$ cat src/rtl/runner_arbiter_if.sv
// Handshake bundle between NUM_REQ requesters and the shared runner output stage.
// The req_last lane exists only when RUNNER_ARB_LOCK_EN is defined.
interface runner_arbiter_if #(
  parameter int NUM_REQ   = 4,
  parameter int WIDTH_IN  = 4,
  parameter int WIDTH_OUT = 8
);
  localparam int ID_W = $clog2(NUM_REQ);

  logic [NUM_REQ-1:0]          req_valid;
  logic [NUM_REQ*WIDTH_IN-1:0] req_data;
  logic [NUM_REQ-1:0]          req_ready;
`ifdef RUNNER_ARB_LOCK_EN
  logic [NUM_REQ-1:0]          req_last;
`endif
  logic                        out_valid;
  logic                        out_ready;
  logic [WIDTH_OUT-1:0]        out_data;
  logic [ID_W-1:0]             out_id;
  logic                        busy;

`ifdef RUNNER_ARB_LOCK_EN
  modport master (
    output req_valid, req_data, req_last, out_ready,
    input  req_ready, out_valid, out_data, out_id, busy
  );
  modport slave (
    input  req_valid, req_data, req_last, out_ready,
    output req_ready, out_valid, out_data, out_id, busy
  );
`else
  modport master (
    output req_valid, req_data, out_ready,
    input  req_ready, out_valid, out_data, out_id, busy
  );
  modport slave (
    input  req_valid, req_data, out_ready,
    output req_ready, out_valid, out_data, out_id, busy
  );
`endif
endinterface

$ cat src/rtl/runner_arbiter.sv
// Round-robin arbiter feeding one registered, zero-extending output stage tagged with source id.
// Define RUNNER_ARB_LOCK_EN to add req_last-based multi-beat locking (LOCKED state).
module runner_arbiter #(
  parameter int  NUM_REQ   = 4,
  parameter int  WIDTH_IN  = 4,
  parameter int  WIDTH_OUT = 8,
  localparam int ID_W      = $clog2(NUM_REQ)
) (
  input logic             clk,
  input logic             reset,
  runner_arbiter_if.slave bus
);

  generate
    if (WIDTH_OUT < WIDTH_IN) begin : g_width_check
      $error("runner_arbiter: WIDTH_OUT must be >= WIDTH_IN");
    end
    if (NUM_REQ < 2 || NUM_REQ > 16) begin : g_num_req_check
      $error("runner_arbiter: NUM_REQ must be within 2..16");
    end
  endgenerate

`ifdef RUNNER_ARB_LOCK_EN
  typedef enum logic [1:0] {IDLE = 2'd0, HOLD = 2'd1, LOCKED = 2'd2} state_t;
`else
  typedef enum logic {IDLE = 1'b0, HOLD = 1'b1} state_t;
`endif

  state_t              state_q;
  state_t              state_d;
  state_t              accept_state;
  logic [ID_W-1:0]     last_grant;
  logic [ID_W-1:0]     winner;
  logic [ID_W-1:0]     scan_idx;
  logic                found;
  logic                space;
  logic                accept;
  logic                lock_mode;
  logic [WIDTH_IN-1:0] winner_data;

  assign space  = !bus.out_valid || bus.out_ready;
  assign accept = found && space && !reset;

`ifdef RUNNER_ARB_LOCK_EN
  // While locked, last_grant always names the locked requester.
  assign lock_mode    = (state_q == LOCKED);
  assign accept_state = bus.req_last[winner] ? HOLD : LOCKED;
`else
  assign lock_mode    = 1'b0;
  assign accept_state = HOLD;
`endif

  always_comb begin
    found    = 1'b0;
    winner   = last_grant;
    scan_idx = last_grant;
    if (lock_mode) begin
      found = bus.req_valid[last_grant];
    end else begin
      for (int k = 0; k < NUM_REQ; k++) begin
        scan_idx = ID_W'((int'(last_grant) + 1 + k) % NUM_REQ);
        if (!found && bus.req_valid[scan_idx]) begin
          found  = 1'b1;
          winner = scan_idx;
        end
      end
    end
  end

  always_comb begin
    bus.req_ready = '0;
    if (accept) begin
      bus.req_ready[winner] = 1'b1;
    end
  end

  assign winner_data = bus.req_data[int'(winner)*WIDTH_IN +: WIDTH_IN];
  assign bus.busy    = bus.out_valid || lock_mode;

  always_comb begin
    state_d = state_q;
    case (state_q)
      IDLE: begin
        if (accept) state_d = accept_state;
      end
      HOLD: begin
        if (accept) state_d = accept_state;
        else if (bus.out_ready) state_d = IDLE;
      end
`ifdef RUNNER_ARB_LOCK_EN
      LOCKED: begin
        if (accept && bus.req_last[winner]) state_d = HOLD;
      end
`endif
      default: state_d = IDLE;
    endcase
  end

  // A simultaneous drain and accept simply overwrites the held beat.
  always_ff @(posedge clk) begin
    if (reset) begin
      state_q       <= IDLE;
      bus.out_valid <= 1'b0;
      bus.out_data  <= '0;
      bus.out_id    <= '0;
      last_grant    <= ID_W'(NUM_REQ - 1);
    end else begin
      state_q <= state_d;
      if (accept) begin
        bus.out_valid <= 1'b1;
        bus.out_data  <= WIDTH_OUT'(winner_data);
        bus.out_id    <= winner;
        last_grant    <= winner;
      end else if (bus.out_ready) begin
        bus.out_valid <= 1'b0;
      end
    end
  end

endmodule

$ cat src/flat_wrapper.sv
// flat-port wrapper written by rule: the top's interface ports become plain ports
module runner_arbiter_flat 
#(
  parameter int  NUM_REQ   = 4,
  parameter int  WIDTH_IN  = 4,
  parameter int  WIDTH_OUT = 8,
  localparam int ID_W      = $clog2(NUM_REQ)
)
  (clk, reset, bus_req_valid, bus_req_data, bus_out_ready, bus_req_ready, bus_out_valid, bus_out_data, bus_out_id, bus_busy);
  runner_arbiter_if #(.NUM_REQ(NUM_REQ), .WIDTH_IN(WIDTH_IN), .WIDTH_OUT(WIDTH_OUT)) bus_i ();
  input logic clk;
  input logic reset;
  input wire logic [$bits(bus_i.req_valid)-1:0] bus_req_valid;
  input wire logic [$bits(bus_i.req_data)-1:0] bus_req_data;
  input wire logic [$bits(bus_i.out_ready)-1:0] bus_out_ready;
  output wire logic [$bits(bus_i.req_ready)-1:0] bus_req_ready;
  output wire logic [$bits(bus_i.out_valid)-1:0] bus_out_valid;
  output wire logic [$bits(bus_i.out_data)-1:0] bus_out_data;
  output wire logic [$bits(bus_i.out_id)-1:0] bus_out_id;
  output wire logic [$bits(bus_i.busy)-1:0] bus_busy;
  assign bus_i.req_valid = bus_req_valid;
  assign bus_i.req_data = bus_req_data;
  assign bus_i.out_ready = bus_out_ready;
  assign bus_req_ready = bus_i.req_ready;
  assign bus_out_valid = bus_i.out_valid;
  assign bus_out_data = bus_i.out_data;
  assign bus_out_id = bus_i.out_id;
  assign bus_busy = bus_i.busy;
  runner_arbiter #(.NUM_REQ(NUM_REQ), .WIDTH_IN(WIDTH_IN), .WIDTH_OUT(WIDTH_OUT)) u_core (.clk(clk), .reset(reset), .bus(bus_i));
endmodule
$ cat config.mk
export PLATFORM = sky130hd
export DESIGN_NAME = runner_arbiter_flat
export DESIGN_NICKNAME = d
export VERILOG_FILES = /design/src/rtl/runner_arbiter_if.sv /design/src/rtl/runner_arbiter.sv /design/src/flat_wrapper.sv
export SDC_FILE = /design/constraint.sdc
export NUM_CORES = 1
export LEC_CHECK = 0
export CORE_MARGIN = 4
export CORE_UTILIZATION = 36
export DETAILED_ROUTE_END_ITERATION = 6
export PLACE_DENSITY = 0.88
export SETUP_SLACK_MARGIN = 0.2
export SLEW_MARGIN = 15
export SYNTH_ARGS = -nofsm -noshare
export SYNTH_HDL_FRONTEND = slang
export SYNTH_SLANG_ARGS = --single-unit
$ cat constraint.sdc
create_clock -name clk -period 2.8 [get_ports clk]
set_clock_uncertainty 0.2 [all_clocks]
set_input_delay 0.28 -clock clk [delete_from_list [all_inputs] [get_ports clk]]
set_output_delay 0.28 -clock clk [all_outputs]
set_load 0.02 [all_outputs]
* Word-level counts from Yosys, hierarchy flattened
Cells that the tools add are included.
Storage, ports and cells: bits in registers 9, output and inout bits 16, logic and storage cells 49
Operators by class: add/sub/neg operators 4, magnitude comparators 6, shift-type cells 1, mux-type cells 21, reduce and logical (&&, ||, !) cells 13
Operators with widths (count):
- 16-bit by 5-bit variable part select with 4-bit output | 1
- 2-bit by 3-bit < comparator with 1-bit output (second input constant) | 5
- 1-bit two-way mux | 11
- 1-bit binary-select mux with 2-bit select | 4
- 2-bit two-way mux | 4
- 1-bit logical AND | 6
- 1-bit logical NOT | 5
- 2-bit by 1-bit adder with 2-bit output (second input constant) | 2
- 2-bit adder (second input constant) | 2
- 4-bit two-way mux | 1
- 1-bit demux with 2-bit select | 1
- 2-bit by 1-bit greater-or-equal comparator with 1-bit output (second input constant) | 1
- 2-bit nonzero test | 1
- 1-bit logical OR | 1

* Logic depth before layout (Yosys ltp)
Gate-level depths: netlist of run 1.
depth in word-level cells 18, mapped depth 6, mapped depth without buffers 5

* Worst setup path before layout of run 1
OpenSTA, ideal clock, no wires.
path type reg2out, start register u_core.last_grant[0], end output bus_req_ready[0], arrival 1.433 ns, data required time 2.320 ns, path slack 0.887 ns, cell stages (with the launch flop) 7, cells stage by stage dfxtp_1 -> or2b_2 -> o21ai_2 -> a221oi_4 -> buf_6 -> inv_1 -> nor2_1
Between the ends: word-level cells in the longest chain between the ends 18, elaborated cells between the ends (all ways) 34
RTL lines:
- start, declared | RTL line runner_arbiter.sv:32 | logic [ID_W-1:0] last_grant;
- start signal, assigned | RTL line runner_arbiter.sv:106 | last_grant <= ID_W'(NUM_REQ - 1);
- start signal, assigned | RTL line runner_arbiter.sv:113 | last_grant <= winner;
- parallel branches: the longest is 17 deep, another holds 2-bit by 1-bit adder with 2-bit output
- 4-bit two-way mux (*) | RTL line runner_arbiter.sv:72 | if (accept) begin
- end, declared | RTL line flat_wrapper.sv:16 | output wire logic [$bits(bus_i.req_ready)-1:0] bus_req_ready;
Mark *: on every way between the ends. The select of a mux whose other input is x is not followed.

* Worst setup path after layout of run 1
start input bus_req_valid[3], end output bus_req_ready[3]
Between the ends: word-level cells in the longest chain between the ends 17, elaborated cells between the ends (all ways) 30
RTL lines:
- start, declared | RTL line flat_wrapper.sv:13 | input wire logic [$bits(bus_i.req_valid)-1:0] bus_req_valid;
- 1-bit binary-select mux with 2-bit select | RTL line runner_arbiter.sv:62 | if (!found && bus.req_valid[scan_idx]) begin
- 1-bit two-way mux (not written as such) | RTL line runner_arbiter.sv:62
- 1-bit two-way mux | RTL line runner_arbiter.sv:62
- 1-bit logical NOT | RTL line runner_arbiter.sv:62
- 1-bit logical AND | RTL line runner_arbiter.sv:62
- 1-bit two-way mux | RTL line runner_arbiter.sv:62
- 1-bit logical NOT | RTL line runner_arbiter.sv:62
- 1-bit logical AND | RTL line runner_arbiter.sv:62
- 1-bit two-way mux | RTL line runner_arbiter.sv:62
- 1-bit logical NOT | RTL line runner_arbiter.sv:62
- 1-bit logical AND | RTL line runner_arbiter.sv:62
- 2-bit two-way mux | RTL line runner_arbiter.sv:62
- 2-bit by 3-bit < comparator with 1-bit output (not written as such) or 2-bit by 1-bit greater-or-equal comparator with 1-bit output (tied branches) | RTL line runner_arbiter.sv:73 | bus.req_ready[winner] = 1'b1;
- 1-bit logical AND (not written as such) | RTL line runner_arbiter.sv:73
- 1-bit two-way mux (not written as such) | RTL line runner_arbiter.sv:73
- 1-bit demux with 2-bit select
- 4-bit two-way mux (*) | RTL line runner_arbiter.sv:72
Mark *: on every way between the ends. The rest lies on a longest branch, timed or not. The select of a mux whose other input is x is not followed.

==> results of run 1 <==
[worst reg2reg max path: stages, from the launching register on]
cell and delay, ns:
dfxtp_1 0.40, or2b_2 0.16, o21ai_2 0.07, a221oi_4 0.36, buf_4 0.26, mux2i_1 0.20, o221ai_1 0.14
[cell type report]
type                       count  area (µm²)
clock buffer                   4        26.3
timing repair buffer          39         377
multi-input combinational     48         338
sequential                     9         180
fill                         106         432
tap                           15        18.8
inverter                       3        11.3
[Yosys cell counts (all sizes together)]
master	n
dfxtp	9
mux2i	8
nand2	7
buf	6
nor2	6
a21oi	4
nand2b	4
o221ai	4
inv	3
o21ai	3
a221oi	1
conb	1
nor3	1
nor3b	1
nor4	1
o211ai	1
o21a	1
o31a	1
or2b	1
[per-layer routing]
metal  vias to the layer above  GRT usage [%]  wire length (µm)
li1                        296              -                 -
met1                       261           15.5               592
met2                        38           23.8               640
met3                         2           10.2               239
met4                         0           8.29                 6
met5                         -              0                 0
[power breakdown]
group          internal (µW)  switching (µW)  leakage, µW
Sequential               151            17.0    0.0000750
Combinational            114             104     0.000331
Clock                   54.8            43.0    0.0000150
Total                    320             164     0.000421
[flip-flops by register name, indices dropped and copies added (netlist names)]
signal / cells
u_core.bus.out_data: 4
u_core.bus.busy: 1
u_core.bus.out_id: 2
u_core.last_grant: 2
[timing repair]
item | 4_1_cts | 5_1_grt
endpoints found under the setup margin | 3 | 1
resized for setup | 3 | 2
hold endpoints to repair | 0 | 0
[logic make-up after synthesis]
kind of cell,synth area share (%)
flip-flops,32.1
buffers and inverters,10.7
AND/OR/NAND/NOR,19.4
AO/OA/AOI/OAI,22.8
other,0.669
multiplexers,14.3
[per-stage QoR]
stage / total power, µW / worst slack, ns / std cells
2_1_floorplan: 294 / 0.887 / 66
3_3_place_gp: 387 / 0.102 / 114
3_5_place_dp: 391 / 0.0834 / 114
4_1_cts: 488 / 0.233 / 118
5_1_grt: 517 / 0.219 / 118
6_report: 484 / 0.354 / 118
[how the worst max path moves through the flow]
stage / start / end / slack, ns / depth (start not counted)
after floorplan: u_core.last_grant[0]$_SDFFE_PP1P_ / bus_req_ready[0] / 0.89 / 6
after global routing: bus_req_valid[3] / bus_req_ready[3] / 0.22 / 7
after global placement: bus_req_valid[3] / bus_req_ready[3] / 0.10 / 7
final: bus_req_valid[3] / bus_req_ready[3] / 0.35 / 7
after CTS: bus_req_valid[3] / bus_req_ready[1] / 0.23 / 7
after detailed placement: bus_req_valid[2] / bus_req_ready[0] / 0.08 / 7
[placed cells by master (no fill, tap or decap)]
| master | instances |
|---|---|
| clkdlybuf4s50_1 | 30 |
| dfxtp_1 | 9 |
| mux2i_1 | 8 |
| nand2_1 | 7 |
| nor2_1 | 6 |
| buf_4 | 5 |
| o221ai_1 | 4 |
| conb_1 | 4 |
| inv_1 | 3 |
| nand2b_1 | 3 |
| a21oi_1 | 3 |
| clkbuf_4 | 3 |
| dlygate4sd2_1 | 3 |
| o21ai_0 | 2 |
| or2b_2 | 1 |
| o21ai_2 | 1 |
| nand2b_2 | 1 |
| a21oi_2 | 1 |
| a221oi_4 | 1 |
| o21a_1 | 1 |
| o211ai_1 | 1 |
| nor4_2 | 1 |
| nor3b_2 | 1 |
| nor3_1 | 1 |
| o31a_1 | 1 |
| clkbuf_1 | 1 |
| dlymetal6s2s_1 | 1 |
==> results.json, run 1 <==
{
  "synthesis.area_um2": 561,
  "synth.top_cell.area_share_pct": 32.1,
  "worstHoldStart": "u_core.bus.out_id[1]$_SDFFE_PP0P_",
  "final.period_utilization_pct": 87.4,
  "path_cells": "clkdlybuf4s50_1 -> or2b_2 -> o211ai_1 -> o21ai_0 -> nand2b_1 -> nor2_1 -> dlygate4sd2_1",
  "diodes": 0,
  "post_cts_buffers": 0,
  "synth_top_area_cell": "dfxtp_1",
  "root_buffer": "clkbuf_4",
  "grt_pass1_wl_um": 2310,
  "cts_tree": "yes",
  "die_h_um": 47.5,
  "grt_max_degree": 9,
  "dp_hpwl_um": 1230,
  "detail-route-antenna-nets": 0,
  "ys_types": 23,
  "clk_pin_slew_worst_paths_ns": 0.06,
  "outcome": "finished, final reports clean",
  "yosysWarnings": 0,
  "ys_seq_area_share_pct": 32.1,
  "overflow": 0,
  "min_to": "u_core.bus.out_id[1]$_SDFFE_PP0P_",
  "drtIter0Drc": 21,
  "critPathMaxStageDelay_ns": 0.47,
  "grt_antenna_before_repair": 0,
  "drc_errors": 0,
  "core_um2": 1380,
  "synth_area_leaders": "dfxtp_1 (32%), mux2i_1 (14%), buf_4 (6.7%)",
  "grt_use_total_pct": 15.3,
  "die_x_um": 47.5,
  "rows": 13,
  "postSynthAreaPerCell_um2": 8.90,
  "drv_slew": 0,
  "finalWirelength_um": 1480,
  "min_period_ns": 2.45,
  "setup_viol": 0,
  "place_congestion": 0.777,
  "fmax_ghz": 0.409,
  "clk_latency_ns": 0.26,
  "slowest_stage": "clkdlybuf4s50_1",
  "fin_area_um2": 951,
  "worstPathRequired_ns": 2.32,
  "initial_core_util_pct": 40.5,
  "fin_util_pct": 68.8,
  "min_path_cells": 2,
  "leakagePower_uw": 0.000421,
  "r2r_cells": 6,
  "area_growth_pct": 69.6,
  "critPathTopFamily": "buffers and inverters",
  "drive_gt1_share_pct": 14.6,
  "synth_seq_cells": 9,
  "r2r-end": "u_core.bus.out_data[1]$_SDFFE_PP0P_",
  "crit_type": "in2out",
  "drv_cap": 0,
  "cp.arrival_ns": 1.97,
  "ioPinCount": 39,
  "critPathCaptureType": "output pin",
  "die-area_um2": 2250,
  "r2r-start": "u_core.last_grant[0]$_SDFFE_PP1P_",
  "viasPerCell": 5.06,
  "holdBufCountCts": 0,
  "cts.sinks": 9,
  "p_per_area_nw_per_um2": 509,
  "hold_viol": 0,
  "reg2reg_slack_ns": 0.88,
  "layout.nets": 127,
  "htree_levels": 1,
  "hold_ws_ns": 0.264,
  "io_buffers": 34,
  "hp-class": "reg2reg",
  "irDropWorstVdd_mv": 0.294,
  "cp-start-kind": "primary input",
  "cp_max_fo": 3,
  "first_global_vias": 592,
  "firstDrtPassIters": 4,
  "via_count": 597,
  "synth_cells": 63,
  "postPlaceCellArea_um2": 920,
  "rsz0062_at_grt": "false",
  "routedWlPerCell_um": 12.5,
  "cts_made_buffers": 3,
  "cts_buffer_depth": 2,
  "finalSetupTns_ns": 0,
  "path_buf_inv": 2
}
Note: power is estimated with default switching activity, not from simulation.
==> inputs of run 2 (changes only) <==
- ABC_CLOCK_PERIOD_IN_PS: default -> 2800
==> results of run 2 <==
No change in the layout: final DEF, timing and power equal those of run 1.
==> inputs of run 3 (changes only) <==
--- a/config.mk
+++ b/config.mk
@@ -9,4 +9,5 @@
 export CORE_MARGIN = 4
 export CORE_UTILIZATION = 36
+export CTS_CLUSTER_SIZE = 30
 export DETAILED_ROUTE_END_ITERATION = 6
 export PLACE_DENSITY = 0.88
==> constraint.sdc (replaced) <==
create_clock -name clk -period 2.8 [get_ports clk]
set_clock_uncertainty 0.2 [all_clocks]
set_input_delay 0.56 -clock clk [delete_from_list [all_inputs] [get_ports clk]]
set_output_delay 0.56 -clock clk [all_outputs]
set_load 0.02 [all_outputs]
==> run 3 against run 2 <==
Against the previous run: register-to-register slack lost 0.05 ns; cell area grew 4.7%; routed wire length grew 5.0%; maximum frequency shrank 4.3%; non-clock buffer count grew 5; global-route usage grew 0.27 points; largest power group unchanged; highest routed layer unchanged.
==> results.json, run 3 (synthesis results as in run 1) <==
{
  "outcome": "finished, final reports clean",
  "r2r-end": "u_core.bus.out_data[2]$_SDFFE_PP0P_",
  "worstHoldStart": "u_core.bus.out_id[1]$_SDFFE_PP0P_",
  "power_frac_seq_pct": 33.4,
  "fmax_ghz": 0.391,
  "cts_buffer_depth": 2,
  "finalWirelength_um": 1550,
  "dp_hpwl_um": 1210,
  "cp-start-kind": "primary input",
  "cp.arrival_ns": 1.79,
  "die-area_um2": 2250,
  "overflow": 0,
  "drv_cap": 0,
  "drc_errors": 0,
  "dp.cells": 117,
  "worstPathRequired_ns": 2.04,
  "rsz0062_at_grt": "true",
  "rows": 13,
  "area_growth_pct": 77.7,
  "p_per_area_nw_per_um2": 508,
  "hold_viol": 0,
  "combPwrFrac_pct": 47.2,
  "leakagePower_uw": 0.000437,
  "preCtsSetupSlack_ns": -0.438,
  "place_congestion": 0.783,
  "hp-class": "reg2reg",
  "r2r-start": "u_core.last_grant[0]$_SDFFE_PP1P_",
  "final_common_cell": "clkdlybuf4s50_1",
  "core_um2": 1380,
  "setup_viol": 0,
  "cts_made_buffers": 3,
  "fin_ws_ns": 0.245,
  "die_x_um": 47.5,
  "crit_type": "in2out",
  "via_count": 623,
  "r2r_cells": 7,
  "layout.nets": 132,
  "diodes": 0,
  "cp_max_fo": 3,
  "irDropWorstVdd_mv": 0.289,
  "min_to": "u_core.bus.out_id[1]$_SDFFE_PP0P_",
  "die_h_um": 47.5,
  "holdBufCountCts": 0,
  "clk_latency_ns": 0.26,
  "grt_pass1_wl_um": 2330,
  "finalSetupTns_ns": 0,
  "fin_util_pct": 72.0,
  "switchingPower_uw": 172,
  "viasPerCell": 5.07,
  "detail-route-antenna-nets": 0,
  "io_buffers": 34,
  "fin_area_um2": 996,
  "root_buffer": "clkbuf_4",
  "multi_input_area_um2": 355,
  "reg2reg_slack_ns": 0.83,
  "swShare_pct": 34.1,
  "final.period_utilization_pct": 91.2,
  "final_cell_mix": "clkdlybuf4s50_1 (26), buf_4 (13), dfxtp_1 (9)",
  "drv_slew": 0,
  "min_period_ns": 2.55,
  "largest_reg_flops": 4,
  "min_path_cells": 2,
  "firstDrtPassIters": 4,
  "clk_pin_slew_worst_paths_ns": 0.06,
  "cts_tree": "yes",
  "initial_core_util_pct": 40.5,
  "p_int_uw": 333,
  "routedWlPerCell_um": 12.6,
  "clkPwrFrac_pct": 19.5,
  "drive_gt1_share_pct": 25.9,
  "n_fill_cell": 105,
  "ioPinCount": 39,
  "first_global_vias": 560,
  "grt_use_total_pct": 15.6,
  "htree_levels": 1,
  "grt_antenna_before_repair": 0,
  "critPathCaptureType": "output pin",
  "grt_max_degree": 9,
  "drtIter0Drc": 15,
  "largestRegisters": "u_core.bus.out_data (4), u_core.bus.out_id (2), u_core.last_grant (2)",
  "largest_register": "u_core.bus.out_data",
  "postPlaceCellArea_um2": 942,
  "seqCellArea_um2": 180,
  "cts.sinks": 9,
  "final_cells": 123
}
==> run 3: changes by cell type in the layout (fill, tap and decap cells not counted), sizes merged <==
| cell | delta |
|---|---|
| buf | +9 |
| dlymetal6s2s | -1 |
| dlygate4sd2 | +1 |
| clkdlybuf4s50 | -4 |
==> run 3: metrics by stage <==
stage | hold slack, ns | power, µW
after floorplan | 0.328 | 294
after global placement | 0.244 | 392
after detailed placement | 0.246 | 396
after CTS | 0.254 | 506
after global routing | 0.291 | 536
final | 0.254 | 506
==> run 3: worst max path at each step <==
stage | depth (start not counted) | to | start | slack (ns)
floorplan | 6 | bus_req_ready[0] | bus_req_valid[3] | 0.40
CTS | 6 | bus_req_ready[1] | bus_out_ready | 0.23
global route | 6 | bus_req_ready[1] | bus_out_ready | 0.18
detailed placement | 7 | bus_req_ready[3] | bus_req_valid[3] | -0.44
global placement | 7 | bus_req_ready[2] | bus_req_valid[3] | -0.43
finish | 6 | bus_req_ready[1] | bus_out_ready | 0.25
==> run 3: metal layers <==
metal  global-route usage [%]  wire (µm)
met5                        0          0
met2                     23.3        644
met4                     9.94         40
met1                     17.0        613
met3                     8.65        255
==> run 3: power by group through the flow <==
| stage | Combinational, µW | Sequential (µW) | Clock [µW] |
|---|---|---|---|
| global route | 256 | 171 | 108 |
| finish | 239 | 169 | 98.4 |
| detailed placement | 226 | 170 | 0 |
| global placement | 223 | 169 | 0 |
| CTS | 235 | 168 | 103 |
| floorplan | 104 | 189 | 0 |
==> run 3: timing repair <==
| item | CTS | global route |
|---|---|---|
| buffers inserted | 2 | 0 |
| setup endpoints to repair | 4 | 4 |
| pin swaps | 4 | 2 |
| gates resized for setup | 28 | 4 |
==> run 3: area by class of cell <==
| type | instances | area share (%) |
|---|---|---|
| repair buffers | 44 | 40.6 |
| multi-input cells | 48 | 35.7 |
| flip-flops and latches | 9 | 18.1 |
| clock buffers | 4 | 2.64 |
| well taps | 15 | 1.88 |
| inverters | 3 | 1.13 |
==> run 3: worst max-delay path, stage by stage <==
cell	delay, ns
clkdlybuf4s50_1	0.45
nand2b_1	0.12
nor3b_4	0.29
nand2_2	0.12
nor2_1	0.10
buf_4	0.15
